### src/rtl/frame_tile_scheduler_if.sv
// Bus between the tile scheduler, the combinational pixel generator and the tile RAMs.
//
// Handshake: there is no backpressure. bins_valid and frame_start are one-cycle
// request pulses with no ready. wr_en is a one-cycle valid strobe that qualifies
// wr_addr/wr_data, and the RAM must accept it in that cycle. pixel_in is a
// combinational response to x/y within the same cycle. dbg_state mirrors the
// scheduler FSM so that checkers can bind to it.
interface frame_tile_scheduler_if #(
  parameter int ADDR_W = 10
);
  logic              bins_valid;
  logic              frame_start;
  logic [7:0]        pixel_in;
  logic [9:0]        x_coord_of_current_block;
  logic [9:0]        y_coord_of_current_block;
  logic              wr_en;
  logic [ADDR_W-1:0] wr_addr;
  logic [7:0]        wr_data;
  logic              whichRAM;
  logic              move_tick;
  logic              busy;
  logic              overrun;
  logic [1:0]        dbg_state;

  // Environment side: request pulses, pixel generator and RAM sink.
  modport master (
    output bins_valid, frame_start, pixel_in,
    input  x_coord_of_current_block, y_coord_of_current_block,
    input  wr_en, wr_addr, wr_data, whichRAM, move_tick, busy, overrun, dbg_state
  );

  // Scheduler side.
  modport slave (
    input  bins_valid, frame_start, pixel_in,
    output x_coord_of_current_block, y_coord_of_current_block,
    output wr_en, wr_addr, wr_data, whichRAM, move_tick, busy, overrun, dbg_state
  );
endinterface

### src/rtl/frame_tile_scheduler.sv
// frame_tile_scheduler: walks the GRID_W x GRID_H tile grid through the pixel
// generator, writes each pixel byte into the back tile RAM, and flips the
// front/back RAM select only at a display frame boundary. It also emits a
// free-running movement tick.
// Optional feature macro: FRAME_TILE_SCHED_AUTO_REFRESH_EN. When it is defined,
// frame_start seen in IDLE also starts a redraw.
module frame_tile_scheduler #(
  parameter int GRID_W        = 32,
  parameter int GRID_H        = 24,
  parameter int ADDR_W        = 10,
  parameter int MOVE_DIV_BITS = 20
) (
  input logic                   clk,
  input logic                   reset,
  frame_tile_scheduler_if.slave bus
);

  localparam logic [1:0] ST_IDLE      = 2'd0;
  localparam logic [1:0] ST_SCAN      = 2'd1;
  localparam logic [1:0] ST_WAIT_SWAP = 2'd2;

  logic [1:0]               r_state;
  logic                     r_drain;     // last coordinate issued; SCAN holds for its write
  logic [9:0]               r_x;
  logic [9:0]               r_y;
  logic                     r_pending;
  logic                     r_overrun;
  logic                     r_which;
  logic                     r_wr_en;
  logic [ADDR_W-1:0]        r_wr_addr;
  logic [7:0]               r_wr_data;
  logic [MOVE_DIV_BITS-1:0] r_div;
  logic                     r_move_tick;

  logic              w_idle_req;
  logic              w_x_last;
  logic              w_y_last;
  logic              w_write_slot;
  logic [ADDR_W-1:0] w_addr;

`ifdef FRAME_TILE_SCHED_AUTO_REFRESH_EN
  assign w_idle_req = bus.bins_valid | bus.frame_start | r_pending;
`else
  assign w_idle_req = bus.bins_valid | r_pending;
`endif

  assign w_x_last     = (r_x == 10'(GRID_W - 1));
  assign w_y_last     = (r_y == 10'(GRID_H - 1));
  assign w_write_slot = (r_state == ST_SCAN) && !r_drain;
  assign w_addr       = ADDR_W'(32'(r_y) * 32'(GRID_W) + 32'(r_x));

  // Scheduler FSM: request queueing, coordinate stepping and RAM swap.
  always_ff @(posedge clk) begin
    if (reset) begin
      r_state   <= ST_IDLE;
      r_drain   <= 1'b0;
      r_x       <= '0;
      r_y       <= '0;
      r_pending <= 1'b0;
      r_overrun <= 1'b0;
      r_which   <= 1'b0;
    end else begin
      case (r_state)
        ST_IDLE: begin
          if (w_idle_req) begin
            r_state   <= ST_SCAN;
            r_pending <= 1'b0;
            r_drain   <= 1'b0;
            r_x       <= '0;
            r_y       <= '0;
          end
        end
        ST_SCAN: begin
          if (bus.bins_valid) begin
            if (r_pending) r_overrun <= 1'b1;
            else           r_pending <= 1'b1;
          end
          if (r_drain) begin
            // The final write is on the bus this cycle, so the scan is complete.
            r_state <= ST_WAIT_SWAP;
            r_drain <= 1'b0;
          end else if (w_x_last) begin
            if (w_y_last) begin
              r_drain <= 1'b1;   // hold x/y at the last tile
            end else begin
              r_x <= '0;
              r_y <= r_y + 10'd1;
            end
          end else begin
            r_x <= r_x + 10'd1;
          end
        end
        ST_WAIT_SWAP: begin
          if (bus.bins_valid) begin
            if (r_pending) r_overrun <= 1'b1;
            else           r_pending <= 1'b1;
          end
          if (bus.frame_start) begin
            r_which <= ~r_which;
            r_state <= ST_IDLE;
          end
        end
        default: r_state <= ST_IDLE;
      endcase
    end
  end

  // One-cycle write pipeline: register the address and pixel for the coordinate presented now.
  always_ff @(posedge clk) begin
    if (reset) begin
      r_wr_en   <= 1'b0;
      r_wr_addr <= '0;
      r_wr_data <= '0;
    end else begin
      r_wr_en <= w_write_slot;
      if (w_write_slot) begin
        r_wr_addr <= w_addr;
        r_wr_data <= bus.pixel_in;
      end
    end
  end

  // Free-running movement divider; the tick marks the cycle after the all-ones wrap.
  always_ff @(posedge clk) begin
    if (reset) begin
      r_div       <= '0;
      r_move_tick <= 1'b0;
    end else begin
      r_div       <= r_div + 1'b1;
      r_move_tick <= &r_div;
    end
  end

  assign bus.x_coord_of_current_block = r_x;
  assign bus.y_coord_of_current_block = r_y;
  assign bus.wr_en     = r_wr_en;
  assign bus.wr_addr   = r_wr_addr;
  assign bus.wr_data   = r_wr_data;
  assign bus.whichRAM  = r_which;
  assign bus.move_tick = r_move_tick;
  assign bus.busy      = (r_state != ST_IDLE);
  assign bus.overrun   = r_overrun;
  assign bus.dbg_state = r_state;

endmodule

### src/flat_wrapper.sv
// flat-port wrapper written by rule: the top's interface ports become plain ports
module frame_tile_scheduler_flat 
#(
  parameter int GRID_W        = 32,
  parameter int GRID_H        = 24,
  parameter int ADDR_W        = 10,
  parameter int MOVE_DIV_BITS = 20
)
  (clk, reset, bus_bins_valid, bus_frame_start, bus_pixel_in, bus_x_coord_of_current_block, bus_y_coord_of_current_block, bus_wr_en, bus_wr_addr, bus_wr_data, bus_whichRAM, bus_move_tick, bus_busy, bus_overrun, bus_dbg_state);
  frame_tile_scheduler_if #(.ADDR_W(ADDR_W)) bus_i ();
  input logic clk;
  input logic reset;
  input wire logic [$bits(bus_i.bins_valid)-1:0] bus_bins_valid;
  input wire logic [$bits(bus_i.frame_start)-1:0] bus_frame_start;
  input wire logic [$bits(bus_i.pixel_in)-1:0] bus_pixel_in;
  output wire logic [$bits(bus_i.x_coord_of_current_block)-1:0] bus_x_coord_of_current_block;
  output wire logic [$bits(bus_i.y_coord_of_current_block)-1:0] bus_y_coord_of_current_block;
  output wire logic [$bits(bus_i.wr_en)-1:0] bus_wr_en;
  output wire logic [$bits(bus_i.wr_addr)-1:0] bus_wr_addr;
  output wire logic [$bits(bus_i.wr_data)-1:0] bus_wr_data;
  output wire logic [$bits(bus_i.whichRAM)-1:0] bus_whichRAM;
  output wire logic [$bits(bus_i.move_tick)-1:0] bus_move_tick;
  output wire logic [$bits(bus_i.busy)-1:0] bus_busy;
  output wire logic [$bits(bus_i.overrun)-1:0] bus_overrun;
  output wire logic [$bits(bus_i.dbg_state)-1:0] bus_dbg_state;
  assign bus_i.bins_valid = bus_bins_valid;
  assign bus_i.frame_start = bus_frame_start;
  assign bus_i.pixel_in = bus_pixel_in;
  assign bus_x_coord_of_current_block = bus_i.x_coord_of_current_block;
  assign bus_y_coord_of_current_block = bus_i.y_coord_of_current_block;
  assign bus_wr_en = bus_i.wr_en;
  assign bus_wr_addr = bus_i.wr_addr;
  assign bus_wr_data = bus_i.wr_data;
  assign bus_whichRAM = bus_i.whichRAM;
  assign bus_move_tick = bus_i.move_tick;
  assign bus_busy = bus_i.busy;
  assign bus_overrun = bus_i.overrun;
  assign bus_dbg_state = bus_i.dbg_state;
  frame_tile_scheduler #(.GRID_W(GRID_W), .GRID_H(GRID_H), .ADDR_W(ADDR_W), .MOVE_DIV_BITS(MOVE_DIV_BITS)) u_core (.clk(clk), .reset(reset), .bus(bus_i));
endmodule
### config.mk
export PLATFORM = sky130hd
export DESIGN_NAME = frame_tile_scheduler_flat
export DESIGN_NICKNAME = d
export VERILOG_FILES = /design/src/rtl/frame_tile_scheduler_if.sv /design/src/rtl/frame_tile_scheduler.sv /design/src/flat_wrapper.sv
export SDC_FILE = /design/constraint.sdc
export NUM_CORES = 1
export LEC_CHECK = 0
export CAP_MARGIN = 10
export CORE_UTILIZATION = 40
export DETAILED_ROUTE_END_ITERATION = 12
export GPL_TIMING_DRIVEN = 0
export MAX_ROUTING_LAYER = met4
export SLEW_MARGIN = 20
export SYNTH_ARGS = -nofsm -noshare
export SYNTH_HDL_FRONTEND = slang
export SYNTH_SLANG_ARGS = --single-unit
export TNS_END_PERCENT = 10
### constraint.sdc
create_clock -name clk -period 3.9 [get_ports clk]
set_clock_uncertainty 0.2 [all_clocks]
set_input_delay 0.39 -clock clk [delete_from_list [all_inputs] [get_ports clk]]
set_output_delay 0.39 -clock clk [all_outputs]
set_load 0.005 [all_outputs]
==> summary.md <==
| Metric | Value |
|---|---|
| Status | `finished, final reports clean` |
| Synth area leader | `dfxtp_1` |
| Peak VDD IR | `~0.24 mV` |
| Setup slack, reg-to-reg | `between 0.9 and 1 ns` |
| Layout net count | `between 400 and 500` |
| Dpl cell area | `~3800 um^2` |
| Clk network pwr share | `0.401` |
| Initial Util | `0.4229` |
| Global route total overflow | `0` |
| Post-synthesis cell type count | `51` |
| Crit start category | `flop` |
| Fin worst setup slack | `around 0.96 ns` |
| CP arrival | `roughly 3.0 ns` |
| Htree depth | `3` |
| Syn_nets | `406` |
| Final Non-Filler Cells | `~550` |
| Layout cell share with drive strength beyond 1 | `0.06623` |
| Buf+Inv Stages, Crit Path | `1` |
| CTS tree | `yes` |
| Most frequent cells after synthesis | `dfxtp_1 (66), nand2_1 (56), a21oi_1 (38)` |
| Avg Cell Area, Syn | `about 8.3 um^2` |
| Gr usage total | `0.1972` |
| #FFs+latches synth | `66` |
| Max stage delay on crit path | `between 0.6 and 0.7 ns` |
| Reg2reg end | `u_core.bus.x_coord_of_current_block[9]` |
| Initial antenna violation count | `0` |
| Ys flop type | `dfxtp_1` |
| Die X | `90.73 um` |
| Area occupied by multi-input gates | `between 1500 and 2000 um^2` |
| Relative slew slack | `0.4899` |
| Net switching fraction of the power | `0.2727` |
| Total Power | `0.001621 W` |
| Placer Congestion | `0.7520` |
| Comb pwr share | `0.157` |
| DRT iter0 DRCs | `100` |
| Setup slack at placement | `0.9469 ns` |
| FF-to-FF path depth | `7` |
| Final wirelength | `between 7000 and 8000 um` |
| Leak | `roughly 1.5 nW` |
| Hold buffer count at CTS | `0` |
| Hold crit path type | `flop to flop` |
| P_sw | `0.0004421 W` |
| Number of global-route vias before repair | `about 2,700` |
| WHS Path Cells | `2` |
| Row cnt | `31` |
| Min Tclk post-route | `roughly 3 ns` |
| Critical path's top delay family | `simple AND/OR/NAND/NOR gates` |
| Core ar. | `approximately 7400 um^2` |
| Post-DRT Antenna Nets | `0` |
| Total CTS buffers | `9` |
| Post-synth EDFFs | `0` |
| Clock slew seen by the registers of the worst setup and hold paths | `roughly 0.07 ns` |
| DP Cell Count | `~540` |
| Slowest-stage cell, CP | `or4b_2` |
| Post-Syn Instances | `between 300 and 400` |
| Die area | `about 8200 um^2` |
| Via density | `~5.2` |
| Reg power frac | `0.442` |
| Clk sink count | `between 60 and 70` |
| WHS Endpoint | `u_core.bus.wr_addr[1]` |
| Hold_sp | `u_core.bus.wr_addr[1]` |
| Postcts setup bufs | `0` |
| Post-cts sizing count | `0` |
| CP Capture Type | `flop` |
| Seq/Total Area, Yosys | `0.4195` |
| Worst-skew pair later-pin latency | `around 0.34 ns` |
| Worst r2r src | `u_core.bus.dbg_state[0]` |
| Fin area | `between 4000 and 5000 um^2` |
| Residual DRC count | `0` |
| Critical path class | `flop to flop` |
| Pint | `~0.0012 W` |
| RSZ-0062 raised after global routing | `no` |
| Max frequency | `about 340 MHz` |
| Final Max Tran Viols | `0` |
| Cells along the critical path | `inv_1 -> ha_1 -> or3b_2 -> o211ai_1 -> nor2_1 -> or4b_2 -> nand3_1` |
| Layout fillers | `about 740` |
| Crit-path max FO | `9` |
| Largest net degree at the start of global routing | `13` |
| Inserted Diodes | `0` |
| Async set or reset register ratio after synthesis | `0` |
| Total Negative Setup Slacks | `0 ns` |
| First-pass GRT wire length | `around 13,000 um` |
| PortBufs | `56` |
| Synth area leaders | `dfxtp_1 (42%), nand2_1 (6.7%), a21oi_1 (6.0%), ha_1 (4.8%), nor2_1 (4.4%)` |
| Pre-Repair DR Iteration Count | `4` |
| Max_cap viols | `0` |
| Total number of vias | `between 2,000 and 3,000` |
| Ys Warns | `0` |
| Count leader, synth | `dfxtp_1` |
| Fin. Hold Viols | `0` |
| Die span in y | `~90 um` |
| Period utilisation layout | `0.7549` |
| Mapped Area | `between 3000 and 4000 um^2` |
| Bufs on Longest Clock Path | `2` |
| WL/cell | `~14 um` |
| IO Pins | `57` |
| CTS Root Cell | `clkbuf_8` |
| Hpwl dp | `between 5000 and 6000 um` |
| Worst slew pin tran | `around 0.76 ns` |
| Worst Path Required | `about 4 ns` |
| Top cell type's share of synthesized area | `0.4195` |
| Seq. cell area | `roughly 1300 um^2` |
| Pwr/cell area | `399.2 nW/um^2` |
| Synth-to-Final Area Change | `28.96%` |
| Final setup fails | `0` |
-- layer usage --
metal  global-route usage  wire length, um
met5                    -                0
met4              0.05242              102
met3              0.04882              294
met2               0.3251             3633
met1               0.2393             3440
-- layout by cell type, fill, tap and decap left out, types with 2 or more instances in the layout --
| cell type | count |
|---|---|
| inv_1 | 13 |
| nand4b_1 | 3 |
| clkdlybuf4s50_1 | 56 |
| a21o_1 | 2 |
| xnor2_1 | 9 |
| xor2_1 | 13 |
| dfxtp_1 | 66 |
| clkbuf_8 | 10 |
| nor2_1 | 37 |
| clkinv_4 | 2 |
| a22oi_1 | 2 |
| clkbuf_1 | 15 |
| a211oi_1 | 2 |
| a21oi_1 | 38 |
| nor3_1 | 9 |
| buf_4 | 5 |
| or4_1 | 2 |
| o21ai_0 | 13 |
| and3_1 | 4 |
| a31oi_1 | 2 |
| or3_1 | 3 |
| a41o_1 | 2 |
| or4b_1 | 2 |
| nand3_1 | 20 |
| o32ai_1 | 2 |
| and2b_1 | 2 |
| and2_1 | 3 |
| bufinv_16 | 2 |
| nand3b_1 | 5 |
| nand2_1 | 56 |
| nand4_1 | 9 |
| ha_1 | 12 |
| nand2b_1 | 3 |
| nor2b_1 | 4 |
| and4_1 | 3 |
-- worst max path at each step --
stage / cells after the start / from / endpoint / slack, ns
after global routing: 7 / u_core.bus.dbg_state[0] / u_core.bus.x_coord_of_current_block[9] / 0.76
after CTS: 7 / u_core.bus.dbg_state[0] / u_core.bus.x_coord_of_current_block[9] / 0.98
after floorplan: 7 / u_core.bus.dbg_state[0] / u_core.bus.x_coord_of_current_block[9] / 1.49
final: 7 / u_core.bus.dbg_state[0] / u_core.bus.x_coord_of_current_block[9] / 0.96
after global placement: 6 / bus_bins_valid / u_core.bus.x_coord_of_current_block[9] / 0.94
after detailed placement: 6 / bus_bins_valid / u_core.bus.x_coord_of_current_block[9] / 0.95
-- worst min-delay path: stages (launching register included) --
cell,delay (ns)
dfxtp_1,0.31
nand2_1,0.05
a21oi_1,0.05
-- layout make-up --
type                       count  area share
clock buffer                  10     0.03389
sequential                    66      0.3253
clock inverter                 6     0.02218
timing repair buffer          56      0.1380
multi-input combinational    280      0.4125
buffer                        22     0.02557
inverter                      13     0.01201
tap                           99     0.03050
-- cells by family (layout without fill, tap and decap cells) --
logic type / Yosys count / after routing / share of synthesized area
and+or+nand+nor: 174 / 174 / 0.2805
DFF: 66 / 66 / 0.4195
adders and majority gates: 13 / 13 / 0.05403
xor gates and xnor gates: 22 / 22 / 0.06119
AOI/OAI and AO/OA: 71 / 71 / 0.1363
buffers and inverters: 35 / 107 / 0.04847
-- registers in the layout (all words and copies together), names as in the netlist, 2 cells and up --
name / flops
u_core.bus.x_coord_of_current_block: 10
u_core.r_div: 20
u_core.bus.wr_data: 8
u_core.bus.dbg_state: 2
u_core.bus.y_coord_of_current_block: 10
u_core.bus.wr_addr: 10
-- stage by stage --
| step | hold WS [ns] | util |
|---|---|---|
| after floorplan | 0.2411 | - |
| after global placement | 0.2415 | 0.5148 |
| after detailed placement | 0.2461 | 0.5148 |
| after CTS | 0.2555 | 0.5454 |
| after global routing | 0.2725 | 0.5454 |
| final | 0.2543 | 0.5454 |
-- power groups by stage --
stage	clock (W)	sequential, W	combinational, W
after global routing	0.000699	0.000721	0.000284
after detailed placement	0	0.000732	0.000254
after CTS	0.000670	0.000716	0.000256
after global placement	0	0.000731	0.000254
after floorplan	0	0.000729	0.000148
final	0.000651	0.000716	0.000254
(Power assumes the default switching activity.)
